## config.mk

```make
export PLATFORM = sky130hd
export DESIGN_NAME = lsu_ctrl_flat
export DESIGN_NICKNAME = d
export VERILOG_FILES = /design/src/rtl/lsu_ctrl_if.sv /design/src/rtl/lsu_ctrl.sv /design/src/flat_wrapper.sv
export SDC_FILE = /design/constraint.sdc
export NUM_CORES = 1
export LEC_CHECK = 0
export BUFFER_PORTS_ARGS = -buffer_cell sky130_fd_sc_hd__buf_2
export CAP_MARGIN = 20
export CELL_PAD_IN_SITES_DETAIL_PLACEMENT = 1
export CELL_PAD_IN_SITES_GLOBAL_PLACEMENT = 2
export CORE_MARGIN = 3
export CORE_UTILIZATION = 30
export DETAILED_ROUTE_END_ITERATION = 10
export PLACE_DENSITY = 0.85
export SLEW_MARGIN = 25
export SYNTH_ARGS = -nofsm -noshare
export SYNTH_HDL_FRONTEND = slang
export SYNTH_SLANG_ARGS = --single-unit
```

## constraint.sdc

```tcl
create_clock -name clk_i -period 5.8 [get_ports clk_i]
set_input_delay 0.29 -clock clk_i [delete_from_list [all_inputs] [get_ports clk_i]]
set_output_delay 0.29 -clock clk_i [all_outputs]
set_load 0.01 [all_outputs]
```

## src/rtl/lsu_ctrl_if.sv

```systemverilog
// ---------------------------------------------------------------------------
// lsu_ctrl_if -- bundle of every lsu_ctrl signal except the clock and reset.
//
// Also defines the 4-bit memory operation codes (`LB .. `NONE) shared by the
// controller and anything that drives it.
//
// Modports:
//   slave  : the load/store controller. It takes requests from exe_mem, drives
//            the RAM request channel, and drives writeback and exceptions.
//   master : the environment. It is the pipeline plus the RAM: it drives
//            requests and RAM responses, and observes everything else.
//
// Signals (pipeline side):
//   req_i, mem_op_i[3:0], mem_addr_i, mem_data_i, reg_waddr_i[4:0], stall_o
// Signals (RAM side):
//   ram_req_o, ram_we_o, ram_be_o, ram_addr_o, ram_wdata_o,
//   ram_rdata_i, ram_ack_i
// Signals (writeback / trap side):
//   reg_we_o, reg_waddr_o, reg_wdata_o, exc_valid_o, exc_cause_o, exc_tval_o
// ---------------------------------------------------------------------------
`ifndef LSU_CTRL_OPCODES
`define LSU_CTRL_OPCODES
`define LB   4'h0
`define LH   4'h1
`define LW   4'h2
`define LD   4'h3
`define LBU  4'h4
`define LHU  4'h5
`define LWU  4'h6
`define SB   4'h8
`define SH   4'h9
`define SW   4'hA
`define SD   4'hB
`define NONE 4'hF
`endif

interface lsu_ctrl_if #(
  parameter int DATA_WIDTH = 32,
  parameter int ADDR_WIDTH = 32
) ();
  logic                    req_i;
  logic [3:0]              mem_op_i;
  logic [ADDR_WIDTH-1:0]   mem_addr_i;
  logic [DATA_WIDTH-1:0]   mem_data_i;
  logic [4:0]              reg_waddr_i;
  logic                    stall_o;

  logic                    ram_req_o;
  logic                    ram_we_o;
  logic [DATA_WIDTH/8-1:0] ram_be_o;
  logic [ADDR_WIDTH-1:0]   ram_addr_o;
  logic [DATA_WIDTH-1:0]   ram_wdata_o;
  logic [DATA_WIDTH-1:0]   ram_rdata_i;
  logic                    ram_ack_i;

  logic                    reg_we_o;
  logic [4:0]              reg_waddr_o;
  logic [DATA_WIDTH-1:0]   reg_wdata_o;
  logic                    exc_valid_o;
  logic [31:0]             exc_cause_o;
  logic [ADDR_WIDTH-1:0]   exc_tval_o;

  modport slave (
    input  req_i, mem_op_i, mem_addr_i, mem_data_i, reg_waddr_i,
    output stall_o,
    output ram_req_o, ram_we_o, ram_be_o, ram_addr_o, ram_wdata_o,
    input  ram_rdata_i, ram_ack_i,
    output reg_we_o, reg_waddr_o, reg_wdata_o,
    output exc_valid_o, exc_cause_o, exc_tval_o
  );

  modport master (
    output req_i, mem_op_i, mem_addr_i, mem_data_i, reg_waddr_i,
    input  stall_o,
    input  ram_req_o, ram_we_o, ram_be_o, ram_addr_o, ram_wdata_o,
    output ram_rdata_i, ram_ack_i,
    input  reg_we_o, reg_waddr_o, reg_wdata_o,
    input  exc_valid_o, exc_cause_o, exc_tval_o
  );
endinterface

```

## src/rtl/lsu_ctrl.sv

```systemverilog
// ---------------------------------------------------------------------------
// lsu_ctrl -- single-outstanding load/store controller between exe_mem and a
// word-wide RAM.
//
// Each accepted request is handled in three steps:
//   - It is aligned.
//   - It is issued to the RAM, with byte enables and lane-positioned data.
//   - A load result is extracted and extended for writeback, or a trap is
//     raised instead.
//
// The FSM has three states:
//   IDLE : accept a request
//   BUSY : RAM request outstanding
//   RESP : one-cycle writeback or exception
//
// Ports:
//   clk_i : clock
//   rst_i : asynchronous active-high reset; forces IDLE and zero outputs
//   bus   : lsu_ctrl_if.slave
//           - pipeline request and stall
//           - RAM channel
//           - register writeback
//           - exception (mcause / mtval)
//
// Parameters:
//   DATA_WIDTH     : 32 or 64, data path and RAM word width
//   ADDR_WIDTH     : byte address width (at least 3)
//   TIMEOUT_CYCLES : BUSY cycle limit, used only when LSU_TIMEOUT_EN is set
//
// Build option:
//   LSU_TIMEOUT_EN : when defined, a BUSY cycle counter aborts an unanswered
//                    RAM request. The trap cause is 5 for a load and 7 for a
//                    store. When undefined, BUSY waits for ram_ack_i forever.
// ---------------------------------------------------------------------------
module lsu_ctrl #(
  parameter int DATA_WIDTH     = 32,
  parameter int ADDR_WIDTH     = 32,
  parameter int TIMEOUT_CYCLES = 16
) (
  input  logic        clk_i,
  input  logic        rst_i,
  lsu_ctrl_if.slave   bus
);

  localparam int BE_W  = DATA_WIDTH / 8;
  localparam int OFF_W = $clog2(BE_W);

  if (!(DATA_WIDTH == 32 || DATA_WIDTH == 64) || TIMEOUT_CYCLES < 1 || ADDR_WIDTH < 3)
  begin : g_param_check
    $error("lsu_ctrl: unsupported parameter combination");
  end

  typedef enum logic [1:0] {IDLE = 2'd0, BUSY = 2'd1, RESP = 2'd2} state_t;

  // ---------------------------------------------------------------- decode
  function automatic logic op_known(input logic [3:0] op);
    case (op)
      `LB, `LH, `LW, `LD, `LBU, `LHU, `LWU, `SB, `SH, `SW, `SD: op_known = 1'b1;
      default:                                                 op_known = 1'b0;
    endcase
  endfunction

  function automatic logic op_store(input logic [3:0] op);
    op_store = (op == `SB) || (op == `SH) || (op == `SW) || (op == `SD);
  endfunction

  // log2 of the access size in bytes
  function automatic logic [1:0] op_size(input logic [3:0] op);
    case (op)
      `LH, `LHU, `SH:      op_size = 2'd1;
      `LW, `LWU, `SW:      op_size = 2'd2;
      `LD, `SD:            op_size = 2'd3;
      default:             op_size = 2'd0;
    endcase
  endfunction

  // Operations that only exist on a 64-bit data path
  function automatic logic op_wide(input logic [3:0] op);
    op_wide = (op == `LD) || (op == `LWU) || (op == `SD);
  endfunction

  function automatic logic misaligned(input logic [1:0] size, input logic [2:0] a);
    case (size)
      2'd1:    misaligned = a[0];
      2'd2:    misaligned = |a[1:0];
      2'd3:    misaligned = |a[2:0];
      default: misaligned = 1'b0;
    endcase
  endfunction

  // ----------------------------------------------------------------- state
  state_t                  state_q, state_d;
  logic [3:0]              op_q, op_d;
  logic [ADDR_WIDTH-1:0]   addr_q, addr_d;
  logic [DATA_WIDTH-1:0]   data_q, data_d;
  logic [4:0]              waddr_q, waddr_d;
  logic [DATA_WIDTH-1:0]   result_q, result_d;
  logic                    exc_q, exc_d;
  logic [2:0]              cause_q, cause_d;
  logic [ADDR_WIDTH-1:0]   tval_q, tval_d;
`ifdef LSU_TIMEOUT_EN
  localparam int CNT_W = $clog2(TIMEOUT_CYCLES + 1);
  logic [CNT_W-1:0]        cnt_q, cnt_d;
`endif

  // ---------------------------------------------------- datapath helpers
  logic [OFF_W-1:0]        off;
  logic [BE_W-1:0]         be_base;
  logic [DATA_WIDTH-1:0]   lane_data;
  logic [DATA_WIDTH-1:0]   ld_shift;
  logic [DATA_WIDTH-1:0]   ld_ext;

  assign off = addr_q[OFF_W-1:0];

  // Unshifted size mask and the store data trimmed to that size; both are
  // then moved up to the addressed lanes, so untouched lanes carry zero.
  always_comb begin
    be_base = '0;
    case (op_size(op_q))
      2'd0:    be_base[0]   = 1'b1;
      2'd1:    be_base[1:0] = 2'b11;
      2'd2:    be_base[3:0] = 4'hF;
      default: be_base      = '1;
    endcase
    lane_data = '0;
    for (int i = 0; i < BE_W; i++) begin
      if (be_base[i]) lane_data[8*i +: 8] = data_q[8*i +: 8];
    end
  end

  always_comb begin
    ld_shift = bus.ram_rdata_i >> {off, 3'b000};
    ld_ext   = ld_shift;
    case (op_q)
      `LB:  begin ld_ext = {DATA_WIDTH{ld_shift[7]}};  ld_ext[7:0]  = ld_shift[7:0];  end
      `LH:  begin ld_ext = {DATA_WIDTH{ld_shift[15]}}; ld_ext[15:0] = ld_shift[15:0]; end
      `LW:  begin ld_ext = {DATA_WIDTH{ld_shift[31]}}; ld_ext[31:0] = ld_shift[31:0]; end
      `LBU: begin ld_ext = '0; ld_ext[7:0]  = ld_shift[7:0];  end
      `LHU: begin ld_ext = '0; ld_ext[15:0] = ld_shift[15:0]; end
      `LWU: begin ld_ext = '0; ld_ext[31:0] = ld_shift[31:0]; end
      default: ld_ext = ld_shift;
    endcase
  end

  // -------------------------------------------------------- state register
  always_ff @(posedge clk_i or posedge rst_i) begin
    if (rst_i) begin
      state_q  <= IDLE;
      op_q     <= `NONE;
      addr_q   <= '0;
      data_q   <= '0;
      waddr_q  <= '0;
      result_q <= '0;
      exc_q    <= 1'b0;
      cause_q  <= '0;
      tval_q   <= '0;
`ifdef LSU_TIMEOUT_EN
      cnt_q    <= '0;
`endif
    end else begin
      state_q  <= state_d;
      op_q     <= op_d;
      addr_q   <= addr_d;
      data_q   <= data_d;
      waddr_q  <= waddr_d;
      result_q <= result_d;
      exc_q    <= exc_d;
      cause_q  <= cause_d;
      tval_q   <= tval_d;
`ifdef LSU_TIMEOUT_EN
      cnt_q    <= cnt_d;
`endif
    end
  end

  // ------------------------------------------------------------ next state
  always_comb begin
    state_d  = state_q;
    op_d     = op_q;
    addr_d   = addr_q;
    data_d   = data_q;
    waddr_d  = waddr_q;
    result_d = result_q;
    exc_d    = exc_q;
    cause_d  = cause_q;
    tval_d   = tval_q;
`ifdef LSU_TIMEOUT_EN
    cnt_d    = cnt_q;
`endif
    case (state_q)
      IDLE: begin
        if (bus.req_i && op_known(bus.mem_op_i)) begin
          op_d     = bus.mem_op_i;
          addr_d   = bus.mem_addr_i;
          data_d   = bus.mem_data_i;
          waddr_d  = bus.reg_waddr_i;
          result_d = '0;
          exc_d    = 1'b0;
          cause_d  = '0;
          tval_d   = '0;
`ifdef LSU_TIMEOUT_EN
          cnt_d    = '0;
`endif
          // An unsupported width outranks misalignment and reports mtval=0
          if (DATA_WIDTH == 32 && op_wide(bus.mem_op_i)) begin
            exc_d   = 1'b1;
            cause_d = 3'd2;
            state_d = RESP;
          end else if (misaligned(op_size(bus.mem_op_i), bus.mem_addr_i[2:0])) begin
            exc_d   = 1'b1;
            cause_d = op_store(bus.mem_op_i) ? 3'd6 : 3'd4;
            tval_d  = bus.mem_addr_i;
            state_d = RESP;
          end else begin
            state_d = BUSY;
          end
        end
      end
      BUSY: begin
        if (bus.ram_ack_i) begin
          state_d = RESP;
          if (!op_store(op_q)) result_d = ld_ext;
        end
`ifdef LSU_TIMEOUT_EN
        else if (cnt_q == CNT_W'(TIMEOUT_CYCLES - 1)) begin
          state_d = RESP;
          exc_d   = 1'b1;
          cause_d = op_store(op_q) ? 3'd7 : 3'd5;
          tval_d  = addr_q;
        end else begin
          cnt_d = cnt_q + 1'b1;
        end
`endif
      end
      RESP:    state_d = IDLE;
      default: state_d = IDLE;
    endcase
  end

  // --------------------------------------------------------------- outputs
  always_comb begin
    bus.stall_o     = 1'b0;
    bus.ram_req_o   = 1'b0;
    bus.ram_we_o    = 1'b0;
    bus.ram_be_o    = '0;
    bus.ram_addr_o  = '0;
    bus.ram_wdata_o = '0;
    bus.reg_we_o    = 1'b0;
    bus.reg_waddr_o = '0;
    bus.reg_wdata_o = '0;
    bus.exc_valid_o = 1'b0;
    bus.exc_cause_o = '0;
    bus.exc_tval_o  = '0;
    case (state_q)
      IDLE: begin
        // Reset also masks the combinational request path
        bus.stall_o = !rst_i && bus.req_i && op_known(bus.mem_op_i);
      end
      BUSY: begin
        bus.stall_o    = 1'b1;
        bus.ram_req_o  = 1'b1;
        bus.ram_we_o   = op_store(op_q);
        bus.ram_be_o   = be_base << off;
        bus.ram_addr_o = {addr_q[ADDR_WIDTH-1:OFF_W], {OFF_W{1'b0}}};
        if (op_store(op_q)) bus.ram_wdata_o = lane_data << {off, 3'b000};
      end
      RESP: begin
        if (exc_q) begin
          bus.exc_valid_o = 1'b1;
          bus.exc_cause_o = {29'd0, cause_q};
          bus.exc_tval_o  = tval_q;
        end else if (!op_store(op_q) && waddr_q != 5'd0) begin
          bus.reg_we_o    = 1'b1;
          bus.reg_waddr_o = waddr_q;
          bus.reg_wdata_o = result_q;
        end
      end
      default: ;
    endcase
  end

endmodule

```

## src/flat_wrapper.sv

```systemverilog
// flat-port wrapper written by rule: the top's interface ports become plain ports
module lsu_ctrl_flat 
#(
  parameter int DATA_WIDTH     = 32,
  parameter int ADDR_WIDTH     = 32,
  parameter int TIMEOUT_CYCLES = 16
)
  (clk_i, rst_i, bus_req_i, bus_mem_op_i, bus_mem_addr_i, bus_mem_data_i, bus_reg_waddr_i, bus_stall_o, bus_ram_req_o, bus_ram_we_o, bus_ram_be_o, bus_ram_addr_o, bus_ram_wdata_o, bus_ram_rdata_i, bus_ram_ack_i, bus_reg_we_o, bus_reg_waddr_o, bus_reg_wdata_o, bus_exc_valid_o, bus_exc_cause_o, bus_exc_tval_o);
  lsu_ctrl_if #(.DATA_WIDTH(DATA_WIDTH), .ADDR_WIDTH(ADDR_WIDTH)) bus_i ();
  input  logic clk_i;
  input  logic rst_i;
  input wire logic [$bits(bus_i.req_i)-1:0] bus_req_i;
  input wire logic [$bits(bus_i.mem_op_i)-1:0] bus_mem_op_i;
  input wire logic [$bits(bus_i.mem_addr_i)-1:0] bus_mem_addr_i;
  input wire logic [$bits(bus_i.mem_data_i)-1:0] bus_mem_data_i;
  input wire logic [$bits(bus_i.reg_waddr_i)-1:0] bus_reg_waddr_i;
  output wire logic [$bits(bus_i.stall_o)-1:0] bus_stall_o;
  output wire logic [$bits(bus_i.ram_req_o)-1:0] bus_ram_req_o;
  output wire logic [$bits(bus_i.ram_we_o)-1:0] bus_ram_we_o;
  output wire logic [$bits(bus_i.ram_be_o)-1:0] bus_ram_be_o;
  output wire logic [$bits(bus_i.ram_addr_o)-1:0] bus_ram_addr_o;
  output wire logic [$bits(bus_i.ram_wdata_o)-1:0] bus_ram_wdata_o;
  input wire logic [$bits(bus_i.ram_rdata_i)-1:0] bus_ram_rdata_i;
  input wire logic [$bits(bus_i.ram_ack_i)-1:0] bus_ram_ack_i;
  output wire logic [$bits(bus_i.reg_we_o)-1:0] bus_reg_we_o;
  output wire logic [$bits(bus_i.reg_waddr_o)-1:0] bus_reg_waddr_o;
  output wire logic [$bits(bus_i.reg_wdata_o)-1:0] bus_reg_wdata_o;
  output wire logic [$bits(bus_i.exc_valid_o)-1:0] bus_exc_valid_o;
  output wire logic [$bits(bus_i.exc_cause_o)-1:0] bus_exc_cause_o;
  output wire logic [$bits(bus_i.exc_tval_o)-1:0] bus_exc_tval_o;
  assign bus_i.req_i = bus_req_i;
  assign bus_i.mem_op_i = bus_mem_op_i;
  assign bus_i.mem_addr_i = bus_mem_addr_i;
  assign bus_i.mem_data_i = bus_mem_data_i;
  assign bus_i.reg_waddr_i = bus_reg_waddr_i;
  assign bus_stall_o = bus_i.stall_o;
  assign bus_ram_req_o = bus_i.ram_req_o;
  assign bus_ram_we_o = bus_i.ram_we_o;
  assign bus_ram_be_o = bus_i.ram_be_o;
  assign bus_ram_addr_o = bus_i.ram_addr_o;
  assign bus_ram_wdata_o = bus_i.ram_wdata_o;
  assign bus_i.ram_rdata_i = bus_ram_rdata_i;
  assign bus_i.ram_ack_i = bus_ram_ack_i;
  assign bus_reg_we_o = bus_i.reg_we_o;
  assign bus_reg_waddr_o = bus_i.reg_waddr_o;
  assign bus_reg_wdata_o = bus_i.reg_wdata_o;
  assign bus_exc_valid_o = bus_i.exc_valid_o;
  assign bus_exc_cause_o = bus_i.exc_cause_o;
  assign bus_exc_tval_o = bus_i.exc_tval_o;
  lsu_ctrl #(.DATA_WIDTH(DATA_WIDTH), .ADDR_WIDTH(ADDR_WIDTH), .TIMEOUT_CYCLES(TIMEOUT_CYCLES)) u_core (.clk_i(clk_i), .rst_i(rst_i), .bus(bus_i));
endmodule
```

== Word-level counts from Yosys, hierarchy flattened ==
Memory sizes are Yosys's and may differ from the RTL's.
Index checks and enable logic that the tools add are counted.
Cells by class
  equality and inequality tests: 22
  shift operators: 3
  multiplexer cells: 53
  reduce and logical (&&, ||, !) cells: 25
Operators by type and width (number)
  2-to-1 mux 32 bit: 14
  one-hot mux 32 bit (4 select lines): 1
  one-hot mux 32 bit (2 select lines): 1
  equality test 4 bit (second input constant): 8
  << shifter 32 x 5 -> 32 bit: 1
  >> shifter 32 x 5 -> 32 bit: 1
  2-to-1 mux 8 bit: 3
  2-to-1 mux 2 bit: 9
  2-to-1 mux 1 bit: 15
  2-to-1 mux 5 bit: 3
  equality test 4 x 3 -> 1 bit (second input constant): 3
  2-to-1 mux 3 bit: 3
  logical OR 1 bit: 8
  equality test 2 x 1 -> 1 bit (second input constant): 3
  equality test 2 bit (second input constant): 3
  nonzero test 5 bit: 1
  equality test 4 x 1 -> 1 bit (second input constant): 1
  equality test 4 x 2 -> 1 bit (second input constant): 1
  logical AND 1 bit: 4
  zero test 2 bit: 2
  zero test 4 bit: 1
  2-to-1 mux 4 bit: 1
  inequality test 2 bit (second input constant): 2
  one-hot mux 2 bit (2 select lines): 1
  10 further kinds: 13
Word-level totals
  register bits: 143
  bits in read-only memories: 96
  input bits: 109
  output and inout port bits: 174
  word-level logic and storage cells: 116
  memories kept: 4
Memories
  (name not given): depth 16, width 2, read ports 1, clocked after memory_dff 0, write ports 0, RTL line lsu_ctrl.sv:69  | case (op)
  (name not given): depth 16, width 2, read ports 1, clocked after memory_dff 0, write ports 0, RTL line lsu_ctrl.sv:69
  (name not given): depth 16, width 1, read ports 1, clocked after memory_dff 0, write ports 0, RTL line lsu_ctrl.sv:57  | case (op)
  (name not given): depth 16, width 1, read ports 1, clocked after memory_dff 0, write ports 0, RTL line lsu_ctrl.sv:57

== Logic depth before layout (Yosys ltp) ==
  depth in word-level cells: 15
  gate-level depth with buffers: 8
  gate-level depth less buffers: 6

== Worst setup path after synthesis ==
OpenSTA, ideal clock, no wires.
  path type: in2out
  start: input rst_i
  end: output bus_stall_o
  arrival time: 3676 ps
  data required time: 5510 ps
  path slack: 1834 ps
  stages: 3
  buffers on the path: 0
  cells stage by stage: inv_1 > a21oi_1 > nor2_1
Between the ends
  word-level cells in the longest chain between the ends: 4
Ends and longest elaborated chain
  start: declaration: RTL line flat_wrapper.sv:11  | input logic rst_i;
  zero test 1 bit (no source line)
  logical AND 1 bit (2 in series): RTL line lsu_ctrl.sv:257  | bus.stall_o = !rst_i && bus.req_i && op_known(bus.mem_op_i);
  one-hot mux 1 bit (2 select lines): RTL line lsu_ctrl.sv:254  | case (state_q)
  end: declaration: RTL line flat_wrapper.sv:17  | output wire logic [$bits(bus_i.stall_o)-1:0] bus_stall_o;
Every way passes these cells.

== Worst setup path in the final report ==
  start: register u_core.state_q[1]
  end: output bus_ram_wdata_o[24]
Between the ends
  word-level cells in the longest chain between the ends: 2
Ends and longest elaborated chain
  start: declaration: RTL line lsu_ctrl.sv:92  | state_t state_q, state_d;
  start signal: assignment: RTL line lsu_ctrl.sv:161  | state_q <= state_d;
  equality test 2 x 1 -> 1 bit: RTL line lsu_ctrl.sv:254
  2-to-1 mux 32 bit: RTL line lsu_ctrl.sv:254
  end: declaration: RTL line flat_wrapper.sv:22  | output wire logic [$bits(bus_i.ram_wdata_o)-1:0] bus_ram_wdata_o;
Every way passes these cells.

==> results.md <==
* Die W at roughly 170 um
* Register area share after synthesis at 0.462
* Leading post-synthesis cells by cell area: dfrtp_1 (45%), mux2_2 (13%), and2_1 (8.8%)
* Clock Path Buffers at 2
* Cell taking the most area after synthesis: dfrtp_1
* Gpl congestion at ~0.8
* CTS resizes at 0
* CP max stage cell: nand2b_1
* Die area at around 28000 um2
* Ports at between 200 and 300
* Routed WL at 24900 um
* Arrival @ worst endpoint at approximately 3.3 ns
* Crit-path most repeated cell: inv_1
* Largest stage delay, worst path at roughly 0.48 ns
* Maximum clock frequency at around 0.28 GHz
* FF+latch count, synth at 142
* CP delay by family, top: buffers and inverters
* Placed Area at between 9000 and 10000 um2
* Post-synthesis async set-or-reset flop share at 1.00
* Site row count at 58
* Total core area at approximately 25000 um2
* Total GRT Usage at 0.178
* Hold slack at -0.0150 ns
* Final count of pins violating max slew at 0
* Final instance area at slightly below 10000 um2
* Crit-path cells: nand2b_1, inv_1, buf_4, nand2_1, inv_1, o21ai_1, a211oi_1, buf_2
* Leakage Power at about 4.8 nW
* Fin Setup TNS at 0 ns
* Mapped Area at between 7000 and 8000 um2
* Drt drc at 0
* Synth Warn # at 0
* Element type at the critical path end: output pin
* Place WS at roughly 2.7 ns
* R2R setup slack at approximately 3.2 ns
* Post-route core utilization at 0.385
* Hold Buf Count CTS at 0
* Largest net degree at the start of global routing at 84
* Pre-Repair DR Iteration Count at 5
* Period utilization at 0.610
* Buffers plus inverters on the worst setup path at 4
* CP Launch Type: flip-flop
* RSZ-0062 raised after global routing: no
* Final Hold Vio Count at 3
* Port Buf Inserts at between 200 and 300
* Tmin final at about 3.5 ns
* DR WL/cell at between 15 and 20 um
* Layout cells sized above 1 at 0.414
* Critical path required time at around 5.5 ns
* Overflow after GRT at 0
* # fillers at slightly below 3000
* Initial antenna violation count at 8
* Worst setup margin at around 2.3 ns
* CTS clk-pin slew, worst paths at 0.07 ns
* Critical path peak fanout at 35
* Via count at ~6400
* Initial DRC count at about 370
* Worst R2R End: u_core.result_q[17]
* EDFF count, synth at 0
* Total CTS buffers at 17
* Setup CP Type: reg -> out
* Worst r2r src: u_core.addr_q[1]
* First-pass GRT wire length at a little under 40000 um
* Most frequent cells in the layout: buf_2 (250), dfrtp_1 (136), and2_1 (109), mux2_2 (87), a22o_1 (40)
* Clock Skew at between 0.008 and 0.009 ns
* Share of Yosys cell area claimed by the top area cell type at 0.448
* Syn-to-layout area delta at 26.2%
* H-tree Lvls at 4
* Slew margin rel. at 0.371
* CTS tree: done
* Dpl hpwl at 17500 um
* Endpoints failing setup at 0
* Most used flip-flop cell after synthesis: dfrtp_1
* Post-CTS Setup Inserts at 0
* Number of global-route vias before repair at about 6700
* Cell Pwr Density at between 300 and 400 nW/um2
* Final ANT Viol Nets at 0
* Nets at 1054
* Commonest non-fill, non-tap cell in the layout: buf_2
* Via density at slightly below 5
* Synth cell types at 47
* Clock Latency Late Sink at ~0.43 ns
* Failing checks: hold timing
* Worst-Margin Slew at 0.930 ns
* Syn Inst Count at around 720
* Sink Count at between 100 and 150
* Peak VDD IR at 0.162 mV
* Cells on worst reg2reg path at 5
* Max-cap violations at 0
* Syn_area_per_cell at ~11 um2
* Hold Path Class: in -> async
* Initial Utilization at 0.305
* CTS Root Buffer Type: clkbuf_16
* Die H at ~170 um
* Outcome: finished with violations
cells in the mapped netlist (2+ instances only):
master	number
a211oi_1	33
a21o_1	5
a21oi_1	29
a221oi_1	8
a22o_1	40
a22oi_1	8
a2bb2oi_1	9
and2_1	109
buf_1	7
buf_2	13
buf_4	32
buf_6	3
clkbuf_1	30
dfrtp_1	138
dfstp_2	4
inv_1	25
mux2_2	87
mux2i_1	11
nand2_1	8
nand2b_1	12
nand3_1	8
nand3b_1	2
nand4_1	2
nand4b_1	3
nor2_1	19
nor2b_1	18
nor3_1	3
nor3b_1	4
o21a_1	3
o21ai_0	12
o21ai_1	2
o32ai_1	16
per-stage QoR:
stage	instances	total power, W
after global placement	1256	0.00235
after global routing	1291	0.00373
after detailed placement	1256	0.00238
after floorplan	749	0.00207
after CTS	1288	0.00355
final	1291	0.00350
sequential cells by signal, indices dropped and copies added (netlist names):
signal / cells
u_core.tval_q: 32
u_core.data_q: 32
u_core.op_q: 4
u_core.result_q: 32
u_core.exc_q: 1
u_core.addr_q: 32
u_core.state_q: 2
u_core.cause_q: 2
u_core.waddr_q: 5
routing by layer:
metal	GRT usage	wire length, um
met5	0	56
met4	0.0387	161
met3	0.0578	1820
met2	0.286	11500
met1	0.236	11400
kinds of logic after synthesis:
kind of cell / after synthesis / synth area share
DFF: 142 / 0.462
muxes: 99 / 0.144
AOI/OAI and AO/OA: 173 / 0.170
buffers and inverters: 110 / 0.0742
other: 1 / 0.000486
and+or+nand+nor: 193 / 0.150
power breakdown:
part / internal (W) / leakage, nW / switching, W / total, W
Sequential: 0.00123 / 1.78 / 0.000164 / 0.00139
Clock: 0.000650 / 0.291 / 0.000483 / 0.00113
Combinational: 0.000427 / 2.72 / 0.000543 / 0.000970
cell type report:
class	instances	area, um2	area share
Sequential cell	142	3560	0.366
Tap cell	330	413	0.0424
Clock inverter	15	175	0.0180
Timing Repair Buffer	262	1340	0.138
Inverter	25	98.8	0.0102
Antenna cell	3	7.51	0.000772
Multi-Input combinational cell	497	3710	0.381
Clock buffer	17	425	0.0437
worst max-delay path by stage:
stage,from,end,cells past startpoint
floorplan,rst_i,u_core.addr_q[0],1
global placement,u_core.state_q[1],bus_ram_wdata_o[24],8
detailed placement,u_core.op_q[2],bus_reg_wdata_o[0],5
CTS,u_core.op_q[2],bus_reg_wdata_o[0],5
global route,u_core.state_q[1],bus_ram_wdata_o[24],8
finish,u_core.state_q[1],bus_ram_wdata_o[24],8
Power figures use the tool's default switching activity.
